===== src/rtl/rd_master.sv =====
// rd_master: single-outstanding AXI4 read master for the ADMA read path.
// The read buffer posts one request (address, length). The master issues that
// burst on AR and forwards the R beats to the buffer, which can apply
// backpressure. It pulses axi_rd_done when the burst ends. axi_rd_err is a
// sticky error flag that is cleared when the next request is accepted.
//
// Optional build macro: RD_LEN_CHECK_EN
//   When defined, an 8-bit beat counter is compared with the granted length.
//   An early rlast, or a burst that runs past arlen without rlast, also sets
//   axi_rd_err.
//
// state   | meaning
// RD_IDLE | waiting for a request; axi_ar_ready high
// RD_ADDR | m_axi_arvalid held until the slave takes the address
// RD_DATA | R channel passed through to the read buffer
// RD_END  | one-cycle done pulse, then back to idle
module rd_master #(
   parameter int AXI_ADDR_WIDTH = 32,
   parameter int AXI_DATA_WIDTH = 128
) (
   input  logic                      axi_clk,
   input  logic                      reset,
   // request / data interface to rd_buffer
   input  logic                      axi_ar_req_en,
   output logic                      axi_ar_ready,
   input  logic [7:0]                axi_ar_burst_len,
   input  logic [AXI_ADDR_WIDTH-1:0] axi_ar_addr,
   output logic                      axi_r_valid,
   input  logic                      axi_r_ready,
   output logic [AXI_DATA_WIDTH-1:0] axi_r_data,
   output logic                      axi_r_last,
   output logic                      axi_rd_done,
   output logic                      axi_rd_err,
   // AXI4 AR channel
   output logic                      m_axi_arvalid,
   input  logic                      m_axi_arready,
   output logic [AXI_ADDR_WIDTH-1:0] m_axi_araddr,
   output logic [3:0]                m_axi_arid,
   output logic [7:0]                m_axi_arlen,
   output logic [1:0]                m_axi_arburst,
   output logic [2:0]                m_axi_arsize,
   output logic [2:0]                m_axi_arprot,
   output logic [3:0]                m_axi_arqos,
   output logic                      m_axi_arlock,
   output logic [3:0]                m_axi_arcache,
   // AXI4 R channel
   input  logic [3:0]                m_axi_rid,
   input  logic [AXI_DATA_WIDTH-1:0] m_axi_rdata,
   input  logic [1:0]                m_axi_rresp,
   input  logic                      m_axi_rlast,
   input  logic                      m_axi_rvalid,
   output logic                      m_axi_rready
);

   localparam logic [2:0] AR_SIZE = 3'($clog2(AXI_DATA_WIDTH / 8));

   typedef enum logic [3:0] {
      RD_IDLE = 4'b0001,
      RD_ADDR = 4'b0010,
      RD_DATA = 4'b0100,
      RD_END  = 4'b1000
   } rd_state_t;

   rd_state_t state;
   logic      in_data;
   logic      r_hs;

`ifdef RD_LEN_CHECK_EN
   logic [7:0] beat_cnt;
`endif

   // The slave ID and the low response bit do not change the master's behaviour.
   logic unused_in;
   assign unused_in = ^{m_axi_rid, m_axi_rresp[0]};

   // Constant AR attributes: ID 0, INCR bursts, full-width beats.
   assign m_axi_arid    = 4'd0;
   assign m_axi_arburst = 2'b01;
   assign m_axi_arsize  = AR_SIZE;
   assign m_axi_arprot  = 3'd0;
   assign m_axi_arqos   = 4'd0;
   assign m_axi_arlock  = 1'b0;
   assign m_axi_arcache = 4'd0;

   // The R channel passes straight through. Both valid and ready are gated by
   // the data state, so no beat is taken outside the granted burst.
   assign in_data      = (state == RD_DATA);
   assign axi_ar_ready = (state == RD_IDLE);
   assign m_axi_rready = axi_r_ready && in_data;
   assign axi_r_valid  = m_axi_rvalid && in_data;
   assign axi_r_data   = m_axi_rdata;
   assign axi_r_last   = m_axi_rlast;
   assign r_hs         = m_axi_rvalid && m_axi_rready;

   // Burst sequencer with registered AR outputs, done pulse and sticky error.
   always_ff @(posedge axi_clk or posedge reset) begin
      if (reset) begin
         state         <= RD_IDLE;
         m_axi_arvalid <= 1'b0;
         m_axi_araddr  <= '0;
         m_axi_arlen   <= 8'd0;
         axi_rd_done   <= 1'b0;
         axi_rd_err    <= 1'b0;
`ifdef RD_LEN_CHECK_EN
         beat_cnt      <= 8'd0;
`endif
      end else begin
         case (state)
            RD_IDLE: begin
               axi_rd_done <= 1'b0;
               if (axi_ar_req_en) begin
                  m_axi_araddr  <= axi_ar_addr;
                  m_axi_arlen   <= axi_ar_burst_len;
                  m_axi_arvalid <= 1'b1;
                  axi_rd_err    <= 1'b0;
`ifdef RD_LEN_CHECK_EN
                  beat_cnt      <= 8'd0;
`endif
                  state         <= RD_ADDR;
               end
            end
            RD_ADDR: begin
               if (m_axi_arvalid && m_axi_arready) begin
                  m_axi_arvalid <= 1'b0;
                  state         <= RD_DATA;
               end
            end
            RD_DATA: begin
               if (r_hs) begin
                  if (m_axi_rresp[1]) begin
                     axi_rd_err <= 1'b1;
                  end
`ifdef RD_LEN_CHECK_EN
                  // An early rlast is flagged, and so is the beat that should
                  // have carried rlast but did not. Beats after that one are
                  // still accepted until the slave asserts rlast.
                  if (m_axi_rlast ? (beat_cnt != m_axi_arlen)
                                  : (beat_cnt == m_axi_arlen)) begin
                     axi_rd_err <= 1'b1;
                  end
                  beat_cnt <= beat_cnt + 8'd1;
`endif
                  if (m_axi_rlast) begin
                     axi_rd_done <= 1'b1;
                     state       <= RD_END;
                  end
               end
            end
            RD_END: begin
               axi_rd_done <= 1'b0;
               state       <= RD_IDLE;
            end
            default: begin
               m_axi_arvalid <= 1'b0;
               axi_rd_done   <= 1'b0;
               state         <= RD_IDLE;
            end
         endcase
      end
   end

endmodule


===== config.mk =====
export PLATFORM = sky130hd
export DESIGN_NAME = rd_master
export DESIGN_NICKNAME = d
export VERILOG_FILES = /design/src/rtl/rd_master.sv
export SDC_FILE = /design/constraint.sdc
export NUM_CORES = 1
export LEC_CHECK = 0
export CAP_MARGIN = 20
export CORE_AREA = 2 2 145 147
export CTS_CLUSTER_SIZE = 30
export DETAILED_ROUTE_END_ITERATION = 8
export DIE_AREA = 0 0 147 149
export PLACE_DENSITY = 0.6
export SLEW_MARGIN = 20
export SYNTH_ARGS = -nofsm -noshare
export SYNTH_HDL_FRONTEND = slang
export SYNTH_SLANG_ARGS = --single-unit

===== constraint.sdc =====
create_clock -name axi_clk -period 2 [get_ports axi_clk]
set_clock_uncertainty 0.2 [all_clocks]
set_input_delay 0.4 -clock axi_clk [delete_from_list [all_inputs] [get_ports axi_clk]]
set_output_delay 0.4 -clock axi_clk [all_outputs]
set_load 0.01 [all_outputs]

======== Yosys cells after proc, flatten, opt, wreduce, memory -nomap -nowiden ========
Cells that the tools add are included.
word-level totals
  register bits after elaboration ......... 47
  output and inout bits ................... 196
operators by class
  eq/ne operators ......................... 9
  muxes and demuxes ....................... 15
  bitwise operators ....................... 2
  reductions and logical operators ........ 11
operators by type and width
  operator              number
  $mux W4               4
  $pmux W4 S3           1
  $ne A2 B2 Y1 const B  4
  $reduce_and A4 Y1     2
  $mux W1               7
  $reduce_and A3 Y1     2
  $eq A4 B1 Y1 const B  1
  $eq A4 B2 Y1 const B  1
  $eq A4 B3 Y1 const B  1
  $eq A4 B4 Y1 const B  1
  $logic_and A1 B1 Y1   4
  $pmux W1 S2           2
  $pmux W1 S3           1
  $ne A2 B1 Y1 const B  1
  $not A1 Y1            2
  $reduce_and A2 Y1     1
  $reduce_bool A2 Y1    1
  $reduce_or A2 Y1      1

======== Longest topological paths before layout ========
Gate-level depths: netlist (run 1).
  depth in word-level cells ............... 5
  mapped depth ............................ 6

======== Worst setup path after synthesis (run 1) ========
Ideal clock, no wire load.
  path type ............................... reg2reg
  start ................................... register state[0]
  end ..................................... register m_axi_araddr[0]
  setup time .............................. 125 ps
  arrival time ............................ 1505 ps
  path slack .............................. 170 ps
  stages on the path, launching flop included .. 5
  buffers on the path ..................... 1
  clock period less this slack ............ 1830 ps
  path through ............................ dfstp_2 nor4b_4 nand2_2 buf_6 mux2_4
between the ends
  cells in the longest elaborated chain, start to end .. 2
RTL lines
  item                                line  RTL
  from (decl)                         64    rd_state_t state;
  from (signal assigned)              98    state <= RD_IDLE;
  from (signal assigned)              119   state <= RD_ADDR;
  from (signal assigned)              125   state <= RD_DATA;
  $eq A4 B1 Y1                        n/a
  net axi_ar_ready                    25    output logic axi_ar_ready,
  $reduce_and A2 Y1 (no source line)  n/a
  to (signal assigned)                112   m_axi_araddr <= axi_ar_addr;
  to (decl)                           37    output logic [AXI_ADDR_WIDTH-1:0] m_axi_araddr,
The timed path passes the listed nets, and every way through them passes these cells.
A chain may end at the register's enable or synchronous reset.

======== Worst setup path after layout (run 1) ========
  start ................................... register state[0]
  end ..................................... output port axi_ar_ready
between the ends
  cells in the longest elaborated chain, start to end .. 1
RTL lines
  item          line  RTL
  $eq A4 B1 Y1  88    assign axi_ar_ready = (state == RD_IDLE);
  to (decl)     25
Every way passes these cells.

==> results.toml, run 1 <==
[outcome]
result_of_the_run = "finished clean"

[worst_setup_path]
crit_path_end_kind = "output pin"
cp.required_ns = 1.40
critical_path_arrival_ns = 1.33
slowest_delay_ns = 0.53
cp_slowest_cell = "sky130_fd_sc_hd__dfstp_2"
rrSetupSlack_ns = 0.11
timing.critical_path.max_delay_family = "flip-flops"
crit-reg2reg-launch = "state[0]$_DFFE_PP1P_"
worstRegToRegCells = 6
worst_setup_path_startpoint = "state[0]$_DFFE_PP1P_"
setup.worst_path.end = "axi_ar_ready"
critical_path.n_buffers_inverters = 1
reg2reg_to = "m_axi_araddr[31]$_DFFE_PP0P_"
critical_path_fanout_max = 2
cp.depth = 2
startpoint_type = "flip-flop"
timing.critical_path.cells = "nor4b_4, dlygate4sd2_1"
path_class = "flip-flop to output pin"

[clock_network]
cts-root-buf = "sky130_fd_sc_hd__clkbuf_16"
cts_inserted_buffers = 5
cts_max_path_buffers = 2
cts_sinks = 47
cts_hold_repair.buffers = 0
cts-htree-levels = 2
tritoncts = "built"
clk_pin_slew_worst_paths_ns = 0.06
clkLatencyLatePin_ns = 0.29

[detailed_routing]
drt-wirelength-per-cell_um = 13.99
post-route-drc-count = 0
drt-pass1-iter-count = 4
detail_route.vias_per_cell = 3.094
postRouteWirelength_um = 7552
antenna_violating_nets_post_route = 0
number_of_vias_in_the_routed_layout = 1671
drtIter0Drc = 61

[timing]
setup_repair_after_global_routing_missed_its_margin = "false"
max_freq_mhz = 519.0
final-setup-viol-count = 0
post_layout_min_period_ns = 1.927
final.period_utilization = 0.9634
slew_viol_final = 0
final_hold_violation_count = 0
finalHoldWorstSlack_ns = 0.2883
fin_ws_ns = 0.07322

[die]
fp-row-count = 53
top_level_ports = 377
initial_core_util = 0.1547
design.die.area_sq_um = 21900
fp.dieH_um = 149
coreArea_sq_um = 20560
dieWidth_um = 147

[pwr]
power.ir.vdd_worst_uv = 319.0
power.leakage_nw = 1.610
p_per_area_nw_per_um2 = 1405

[yosys]
netlist_instances = 280
synth_xor_area_frac = 0
yosys_warnings = 0
main_combinational_cell_family_by_area_after_synthesis = "buffers and inverters"
share_of_cell_area_taken_by_muxes_after_synthesis = 0.1865
yosys.cell_types.count = 30
portion_of_the_post_synthesis_area_used_by_sequential_elements = 0.3703
postSynthRegisterBits = 47
synth_compound_area_frac = 0.02401
synth_fa_ha_area_frac = 0.003148
synth_area_sq_um = 3179
syn_avg_cell_area_sq_um = 11.35
yosys.area_share.simple = 0.03975

[layout]
seq_area_sq_um = 1177
area.growth.synth_to_final_pct = 15.27
multiInputGateArea_sq_um = 889.6
nNetsFinal = 445
layout-drive-gt1-share = 0.2906
nFillCells = 2254
num_antenna_cells = 0
utilization = 0.1783

[place]
gp_routability_congestion = 0.7522
place_hpwl_um = 6141
io_buffer_count = 94
dp_slack_ns = -0.1931

[global_route]
use_met2 = 0.1117
global_route.usage.met1 = 0.05545
grt_pass1_vias = 1785
top_usage_layer = "met2"
grt_pass1_wl_um = 10990
grt_use_total = 0.06734
pin_count_of_the_biggest_net_entering_global_routing = 26
grt.overflow.total = 0
grt_antenna_before_repair = 0
gr_util_met3 = 0.04373

[min_path]
worst_hold_path_type = "input pin to async pin"

[flow_run]
cap_violations = 0
power by group:
| part | leakage [nW] | switching (mW) | internal [mW] |
|---|---|---|---|
| sequential | 0.561 | 0.284 | 1.41 |
| combinational | 0.976 | 0.894 | 1.75 |
| clock | 0.0733 | 0.349 | 0.456 |
| total | 1.61 | 1.53 | 3.62 |
sequential cells by signal, indices dropped and copies added (netlist names):
register,count
m_axi_araddr,32
m_axi_arlen,8
state,4
axi_rd_done,1
axi_rd_err,1
m_axi_arvalid,1
synthesized netlist by cell type (all sizes together):
cell	n	area [sq um]
nand3b	2	15.01
dfstp	1	26.28
buf	156	1181
o21ai	3	15.01
and2	1	6.260
nand2	3	13.77
nor2b	2	12.51
o31ai	2	15.01
nor3	2	10.01
nand2b	1	6.260
a21boi	1	7.510
conb	2	7.510
o22ai	1	6.260
mux2	40	593.1
clkbuf	1	3.750
maj3	1	10.01
o32ai	1	8.760
a21oi	3	15.01
nand3	1	5.000
dfrtp	46	1151
and3	2	12.51
nor2	4	15.01
nand4	1	6.260
nor4b	1	23.77
inv	1	3.750
a32oi	1	8.760
layout make-up:
type | count | share of cell area
clock buffer | 5 | 0.03414
clock inverter | 3 | 0.004097
inverter | 1 | 0.001024
multi-input combinational | 94 | 0.2427
sequential | 47 | 0.3213
tap | 275 | 0.09389
timing repair buffer | 115 | 0.3028
cells by family (layout without fill, tap and decap cells):
family          count (synthesis)  in the layout
compound gates                 12             12
other cells                     2             21
flops                          47             47
simple gates                   20             20
mux                            40             40
fa+ha+maj                       1              1
buf+inv                       158            124
how the worst min path moves through the flow:
stage | start | to | cells after the start
after floorplan | state[0]$_DFFE_PP1P_ | state[0]$_DFFE_PP1P_ | 2
after global placement | m_axi_araddr[19]$_DFFE_PP0P_ | m_axi_araddr[19]$_DFFE_PP0P_ | 1
after detailed placement | m_axi_araddr[18]$_DFFE_PP0P_ | m_axi_araddr[18]$_DFFE_PP0P_ | 1
after CTS | reset | m_axi_araddr[20]$_DFFE_PP0P_ | 3
after global routing | reset | m_axi_arlen[7]$_DFFE_PP0P_ | 3
final | reset | m_axi_araddr[19]$_DFFE_PP0P_ | 3
layout by cell type, fill, tap and decap left out, types with 3 or more instances in the layout:
cell	synthesis	final
sky130_fd_sc_hd__clkdlybuf4s50_1	0	89
sky130_fd_sc_hd__a21oi_1	3	3
sky130_fd_sc_hd__clkbuf_16	0	5
sky130_fd_sc_hd__o21ai_0	3	3
sky130_fd_sc_hd__conb_1	2	21
sky130_fd_sc_hd__dfrtp_1	46	46
sky130_fd_sc_hd__dlygate4sd2_1	0	3
sky130_fd_sc_hd__buf_4	150	19
sky130_fd_sc_hd__clkinv_2	0	3
sky130_fd_sc_hd__mux2_4	38	38
sky130_fd_sc_hd__nor2_1	4	3
routing by layer:
| metal | share of wire | wire [um] |
|---|---|---|
| met4 | 0.074 | 562 |
| met1 | 0.29 | 2178 |
| met2 | 0.49 | 3710 |
| met5 | 0 | 0 |
| met3 | 0.15 | 1100 |
timing repair:
action | CTS | global route
endpoints found under the hold margin | 0 | 0
resized for setup | 11 | 1
setup buffers | 0 | 0
setup endpoints to repair | 5 | 1
metrics by stage:
stage                     cell area, sq um  power, mW  cells  TNS, ns
after floorplan                       3251      3.325    299        0
after global placement                3533      4.352    532  -0.3436
after detailed placement              3533      4.406    532   -1.122
after CTS                             3670      5.253    540        0
after global routing                  3665      5.461    540        0
final                                 3665      5.148    540        0
worst reg2reg max path, delay by kind of cell, from the launching register on:
family	cells	cell delay, ns
simple gates	2	0.25
flops	1	0.53
buf+inv	3	0.48
mux	1	0.31
Note: power is estimated with default switching activity, not from simulation.
==> inputs of run 2 (changes only) <==
SKIP_LAST_GASP = 1   (was default)
==> run 2 against run 1 <==
Clock power hardly changed; die area is the same; fmax is the same; cell area stayed put; combinational power about the same; worst setup slack unchanged.
==> results.toml, run 2 (synthesized netlist as in run 1, its figures left out) <==
[timing]
slew_viol_final = 0
final_hold_violation_count = 0
post_layout_min_period_ns = 1.927
fin_ws_ns = 0.07322
max_freq_mhz = 519.0
setup_repair_after_global_routing_missed_its_margin = "false"
finalHoldWorstSlack_ns = 0.2883
final.period_utilization = 0.9634
final-setup-viol-count = 0

[layout]
num_antenna_cells = 0
layout_commonest_cell = "sky130_fd_sc_hd__clkdlybuf4s50_1"
reg_top3 = "m_axi_araddr (32), m_axi_arlen (8), state (4)"
layout.cells.most_common_list = "sky130_fd_sc_hd__clkdlybuf4s50_1 (89), sky130_fd_sc_hd__dfrtp_1 (46), sky130_fd_sc_hd__mux2_4 (38)"
layout-drive-gt1-share = 0.2906
area.growth.synth_to_final_pct = 15.27
regMostFlops = "m_axi_araddr"
nNetsFinal = 445
utilization = 0.1783
flip_flop_count_of_the_largest_register_after_layout = 32
final_design_area_no_fill_sq_um = 3665
nFillCells = 2254

[pwr]
power.leakage_nw = 1.610
clock_power_share = 0.156
swShare = 0.2967
power_frac_comb = 0.514
power.ir.vdd_worst_uv = 319.0
seqPwrFrac = 0.329
net-switching-power_mw = 1.527
p_int_mw = 3.620
fin_total_pwr_mw = 5.148
p_per_area_nw_per_um2 = 1405

[detailed_routing]
drt-pass1-iter-count = 4
number_of_vias_in_the_routed_layout = 1671
detail_route.vias_per_cell = 3.094
post-route-drc-count = 0
drtIter0Drc = 61
drt-wirelength-per-cell_um = 13.99
antenna_violating_nets_post_route = 0
postRouteWirelength_um = 7552

[die]
dieWidth_um = 147
coreArea_sq_um = 20560
design.die.area_sq_um = 21900
initial_core_util = 0.1547
fp-row-count = 53
fp.dieH_um = 149
top_level_ports = 377

[min_path]
worst_hold_path_type = "input pin to async pin"

[global_route]
grt_pass1_vias = 1787
grt_antenna_before_repair = 0
pin_count_of_the_biggest_net_entering_global_routing = 26
grt_pass1_wl_um = 11010
grt.overflow.total = 0
grt_use_total = 0.06740

[clock_network]
cts_max_path_buffers = 2
cts_sinks = 47
cts_inserted_buffers = 5
cts-htree-levels = 2
cts_setup_buffers = 0
tritoncts = "built"
clk_pin_slew_worst_paths_ns = 0.06
cts-root-buf = "sky130_fd_sc_hd__clkbuf_16"
clkLatencyLatePin_ns = 0.29
cts_hold_repair.buffers = 0

[worst_setup_path]
crit-reg2reg-launch = "state[0]$_DFFE_PP1P_"
worstRegToRegCells = 6
critical_path_fanout_max = 2
cp.required_ns = 1.40
cp_slowest_cell = "sky130_fd_sc_hd__dfstp_2"
reg2reg_to = "m_axi_araddr[31]$_DFFE_PP0P_"
timing.critical_path.cells = "nor4b_4, dlygate4sd2_1"
worst_setup_path_startpoint = "state[0]$_DFFE_PP1P_"
critical_path_arrival_ns = 1.33
path_class = "flip-flop to output pin"
slowest_delay_ns = 0.53
rrSetupSlack_ns = 0.11
startpoint_type = "flip-flop"
crit_path_end_kind = "output pin"

[place]
postPlaceCellArea_sq_um = 3533
place_hpwl_um = 6141
gp_routability_congestion = 0.7522
dp_slack_ns = -0.1931
io_buffer_count = 94

[outcome]
result_of_the_run = "finished clean"

[flow_run]
cap_violations = 0
[run 2: changes by cell type in the layout (fill, tap and decap cells not counted)]
cell / change
sky130_fd_sc_hd__buf_2: -1
sky130_fd_sc_hd__clkbuf_2: +1
[run 2: timing repair]
action                                 CTS  global route
setup endpoints to repair                5             2
endpoints found under the hold margin    0             0
resized for setup                        8             3
[run 2: per-layer routing]
metal | share of wire | routed length, um | GRT usage
met5 | 0 | 0 | 0
met4 | 0.074 | 562 | 0.05817
met3 | 0.15 | 1100 | 0.04373
met2 | 0.49 | 3710 | 0.1120
met1 | 0.29 | 2178 | 0.05545
[run 2: power groups by stage]
stage               combinational, mW  sequential (mW)  clock, mW
finish                           2.65             1.69      0.805
global route                     2.82             1.75      0.887
CTS                              2.70             1.70      0.855
detailed placement               2.70             1.70          0
global placement                 2.68             1.67          0
floorplan                        1.45             1.88          0
[run 2: area by class of cell]
type                       count  area [sq um]  share of cell area
sequential                    47          1177              0.3213
timing repair buffer         115          1110              0.3028
multi-input combinational     94         889.6              0.2427
tap                          275         344.1             0.09389
clock buffer                   5         125.1             0.03414
clock inverter                 3         15.01            0.004097
inverter                       1         3.754            0.001024
[run 2: worst max path at each step]
stage	endpoint	cells past startpoint
4_1_cts	axi_r_valid	4
3_3_place_gp	axi_r_valid	3
3_5_place_dp	axi_r_valid	3
2_1_floorplan	m_axi_araddr[0]$_DFFE_PP0P_	4
6_report	axi_ar_ready	2
5_1_grt	axi_ar_ready	2
[run 2: through the flow]
stage | cells | TNS, ns
after global routing | 540 | 0
final | 540 | 0
after global placement | 532 | -0.3436
after floorplan | 299 | 0
after CTS | 540 | -0.08051
after detailed placement | 532 | -1.122
[run 2: worst max-delay path, delay by kind of cell (launching register included)]
family | cells | cell delay (ns)
flops | 1 | 0.53
buf+inv | 1 | 0.32
simple gates | 1 | 0.19
==> edit 1 (settings of run 1) <==
Encoding of `rd_state_t`: now binary (2 bits for 4 states).
--- a/src/rtl/rd_master.sv
+++ b/src/rtl/rd_master.sv
@@ -54,11 +54,11 @@
 
    localparam logic [2:0] AR_SIZE = 3'($clog2(AXI_DATA_WIDTH / 8));
 
-   typedef enum logic [3:0] {
-      RD_IDLE = 4'b0001,
-      RD_ADDR = 4'b0010,
-      RD_DATA = 4'b0100,
-      RD_END  = 4'b1000
+   typedef enum logic [1:0] {
+      RD_IDLE = 2'd0,
+      RD_ADDR = 2'd1,
+      RD_DATA = 2'd2,
+      RD_END  = 2'd3
    } rd_state_t;
 
    rd_state_t state;
Check against the original RTL: same outputs for any inputs over 4 cycles, from zero or initial values and one cycle with reset high; so few cycles prove little.
==> edit 1 against run 1 <==
  * Design area is 8.1% lower
  * Total power is 7.7% lower
  * Global-route usage is 0.58 points higher
  * Synthesized area is 7.8% lower
  * Non-clock buffer count is 12 lower
  * Maximum frequency is 1.1% higher
  * Setup slack better by 21 ps
  * First-iteration DRC count is 9.8% lower
  * Sequential share of layout area is 1.3 points higher
  * Sequential power is 4% lower
  * Routed wire length is 12% higher
  * Sequential cell count is 2 lower
==> edit 1: results (changes against run 1) <==
| Metric | Value |
|---|---|
| Status | `finished, final reports clean` |
| Non-clock buffer share | `0.303 (about the same)` |
| Worst setup endpoint | `state[1]` |
| Critical Path Fanout Max | `6 (+4)` |
| Family with the most delay on the worst path | `compound AO/OA/AOI/OAI gates` |
| WL met2 | `3770 microns (+1.7%)` |
| Syn. warnings | `0 (unchanged)` |
| Vias in the first global route | `1629 (-8.7%)` |
| Starting DRT DRC Count | `55 (-9.8%)` |
| Aggregate global-route resource usage | `0.0731 (+0.00576)` |
| DRT Pass-1 Iters | `4 (unchanged)` |
| Met2 usage | `0.108 (-0.00329)` |
| Adder-cell share of the synthesized area | `0.0213 (+0.0182)` |
| Met3 usage | `0.0679 (+0.0242)` |
| Post-Layout Cell Count | `518 (-4.1%)` |
| RD Place Congestion | `0.656 (-13%)` |
| Sequential cell area share | `0.334 (+0.0129)` |
| Wl on met1 | `2200 microns (+0.96%)` |
| Via/cell ratio | `3.04 (-1.7%)` |
| Met1 Use GR | `0.0563 (+0.000866)` |
| Share of cells above drive strength 1 | `0.263 (-0.0272)` |
| Mux contribution to synthesized area | `0.161 (-0.0251)` |
| # clk buffers | `7 (+2)` |
| Worst R2R Start | `state[0]` |
| Filler cells | `2337 (+3.7%)` |
| Max IR drop VDD | `0.549 mV (+72%)` |
| Max Used Layer | `met5` |
| Met3 wire length | `1760 microns (+60%)` |
| Top cells by area, synth | `buf_4 (38%), dfrtp_1 (38%), mux2_2 (16%), ha_1 (2.1%), buf_2 (0.68%)` |
| Global-route wire length before repair | `11300 microns (+2.8%)` |
| Non-Clock Buffer Count | `103 (-10%)` |
| Placed cell count | `511 (-3.9%)` |
| Logic inverters | `4 (+3)` |
| CP arrival | `1870 ps (+540 ps)` |
| Comb_multi_in | `84 (-11%)` |
| Place WS | `-218 ps (-25.3 ps)` |
| Top flop regs | `m_axi_araddr (32), m_axi_arlen (8), state (2)` |
| Hpwl dp | `7150 microns (+16%)` |
| Lkg Pwr | `1.36 nW (-15%)` |
| Compound-gate portion of the synthesized area | `0.0209 (-0.00308)` |
| Synth cell types | `20 (-33%)` |
| CP peak stage delay | `450 ps (-80 ps)` |
| Slowest stage cell, crit path | `a222oi_1` |
| Post-Place Cell Area | `3230 sq um (-8.5%)` |
| #FFs+latches synth | `45 (-4.3%)` |
| Finished Cell Area | `3370 sq um (-8.1%)` |
| Post-synthesis xor/xnor area fraction | `0 (unchanged)` |
| Final #Nets | `429 (-3.6%)` |
| Synth cell count leaders | `buf_4 (150), dfrtp_1 (45), mux2_2 (41), ha_1 (5), buf_2 (4)` |
| Final WL | `8470 microns (+12%)` |
| Fraction of area in clock buffers and inverters | `0.0423 (+0.00409)` |
| CP Class | `flip-flop to flip-flop` |
| Sequential share of the synthesized area | `0.384 (+0.0140)` |
| Hold_ws | `282 ps (-6.05 ps)` |
| Largest net degree at the start of global routing | `46 (+77%)` |
| R2R depth | `5 (-1)` |
| Post-synthesis instance total | `268 (-4.3%)` |
| R2R setup slack | `90 ps (-20 ps)` |
-- edit 1: cell types whose count changed after synthesis, moves of 3 or more --
cell	run 1	this run
ha_1	0	5
o21ai_0	3	0
buf_6	4	0
nor2_1	4	1
mux2_2	2	41
mux2_4	38	0
-- edit 1: worst register-to-register path: stages, from the launching register on --
cell and delay [ps]:
dfrtp_1 360, inv_1 60, buf_4 130, ha_2 220, a222oi_1 450, mux2_1 360
-- edit 1: where the power goes --
| part | switching [mW] | total, mW | internal, mW | leakage [nW] |
|---|---|---|---|---|
| clock | 0.328 | 0.818 | 0.491 | 0.0700 |
| combinational | 0.865 | 2.30 | 1.43 | 0.760 |
| sequential | 0.255 | 1.63 | 1.38 | 0.531 |
| total | 1.45 | 4.75 | 3.30 | 1.36 |
-- edit 1: what timing repair did --
action | 4_1_cts | 5_1_grt
pin swaps | 0 | 1
setup endpoints to repair | 3 | 4
setup buffers | 0 | 0
resized for setup | 5 | 4
==> edit 2 (settings of run 1) <==
Made on the original files. Add a define of `RD_LEN_CHECK_EN`.
--- a/src/rtl/rd_master.sv
+++ b/src/rtl/rd_master.sv
@@ -14,6 +14,8 @@
 // RD_ADDR | m_axi_arvalid held until the slave takes the address
 // RD_DATA | R channel passed through to the read buffer
 // RD_END  | one-cycle done pulse, then back to idle
+`define RD_LEN_CHECK_EN
+
 module rd_master #(
    parameter int AXI_ADDR_WIDTH = 32,
    parameter int AXI_DATA_WIDTH = 128
Check against the original RTL: not equivalent (a bounded check fails within 4 cycles, from zero or initial values and one cycle with reset high).
==> edit 2 against run 1 <==
  * The run now ends with setup timing left
  * Maximum frequency fell by 7.4%
  * Via count increased by 28%
  * Synthesized area increased by 15%
  * First-iteration DRC count down 20%
  * Sequential power rose by 15%
  * Total power is 9.7% higher
  * Design area increased by 18%
  * Setup slack worse by 150 ps
  * Sequential share of layout area shrank 0.32 points
  * Sequential cell count increased by 8
  * Routed wire length increased by 23%
  * Largest power group unchanged
  * Highest routed layer is now met5
==> edit 2: results (changes against run 1) <==
| Metric | Value |
|---|---|
| Top flop regs | `m_axi_araddr (32), beat_cnt (8), m_axi_arlen (8)` |
| Final worst slack | `-80.6 ps (-154 ps)` |
| Aggregate global-route resource usage | `0.0817 (+0.0143)` |
| Share of cells above drive strength 1 | `0.276 (-0.0148)` |
| Starting DRT DRC Count | `49 (-20%)` |
| DRT Pass-1 Iters | `3 (-1)` |
| Filler cells | `2242 (-0.53%)` |
| Failing checks | `setup timing` |
| Initial antenna violation count | `1 (+1)` |
| Post-Place Cell Area | `3960 sq um (+12%)` |
| Synth cell count leaders | `buf_4 (151), dfrtp_1 (54), mux2_2 (38), xnor2_1 (10), nor2_1 (9)` |
| Vias | `2147 (+28%)` |
| Synth cell types | `41 (+37%)` |
| Placed cell count | `585 (+10%)` |
| Wl on met1 | `2760 microns (+27%)` |
| RD Place Congestion | `0.655 (-13%)` |
| Sw Ratio | `0.313 (+0.0159)` |
| Final setup violation count | `19 (+19)` |
| Sequential share of the synthesized area | `0.375 (+0.00493)` |
| Top cells by area, synth | `dfrtp_1 (37%), buf_4 (31%), mux2_2 (12%), xnor2_1 (2.4%), buf_6 (1.5%)` |
| Critical Path Fanout Max | `4 (+2)` |
| CP arrival | `1480 ps (+150 ps)` |
| Hpwl dp | `6850 microns (+12%)` |
| Final WL | `9270 microns (+23%)` |
| Max Used Layer | `met5` |
| Vias in the first global route | `2236 (+25%)` |
| Status | `finished, violations left` |
| Place WS | `-267 ps (-73.7 ps)` |
| Largest net degree at the start of global routing | `56 (+120%)` |
| Lkg Pwr | `1.77 nW (+9.9%)` |
[edit 2: cells by family after synthesis]
kind of cell | Yosys count | share of synthesized area
buffers and inverters | 162 | 0.337
xor gates and xnor gates | 15 | 0.0358
AOI/OAI and AO/OA | 16 | 0.0337
DFF | 55 | 0.375
other | 2 | 0.00205
adders and majority gates | 1 | 0.00341
and+or+nand+nor | 47 | 0.0838
muxes | 42 | 0.128
[edit 2: what timing repair did]
action	CTS	global route
pin swaps	4	7
resized for setup	32	3
endpoints found under the setup margin	47	47
cloned	2	0
buffers inserted	7	4
[edit 2: routing by layer]
metal,global-route usage,vias up
met5,0,-
met3,0.0367,94
met2,0.141,122
li1,-,918
met4,0.0832,2
met1,0.0683,1011
[edit 2: final cells by class]
class | count | area [sq um] | area share
clock buffers | 8 | 156 | 0.0361
inverters | 3 | 11.3 | 0.00260
multi-input cells | 142 | 1190 | 0.276
flip-flops and latches | 55 | 1380 | 0.318
well taps | 275 | 344 | 0.0795
repair buffers | 122 | 1250 | 0.288
[edit 2: power groups by stage]
stage	Clock (mW)	Combinational [mW]	Sequential, mW
finish	0.931	2.78	1.94
global route	1.03	2.97	2.01
CTS	0.989	2.75	1.98
detailed placement	0	2.41	1.97
global placement	0	2.37	1.95
floorplan	0	1.30	2.06
[edit 2: worst paths after layout]
| path | slack (ps) | endpoint | startpoint | cells after the start |
|---|---|---|---|---|
| setup / recovery | -80 | axi_r_valid | state[0] | 5 |
| hold / removal | 240 | m_axi_araddr[31] | reset | 3 |
| setup reg to reg | -60 | beat_cnt[6] | state[0] | 8 |
| hold reg to reg | 300 | m_axi_araddr[6] | m_axi_araddr[6] | 1 |
| max in group asynchronous | 1020 | state[0] | reset | 3 |
| min in group axi_clk | 300 | m_axi_araddr[6] | m_axi_araddr[6] | 1 |
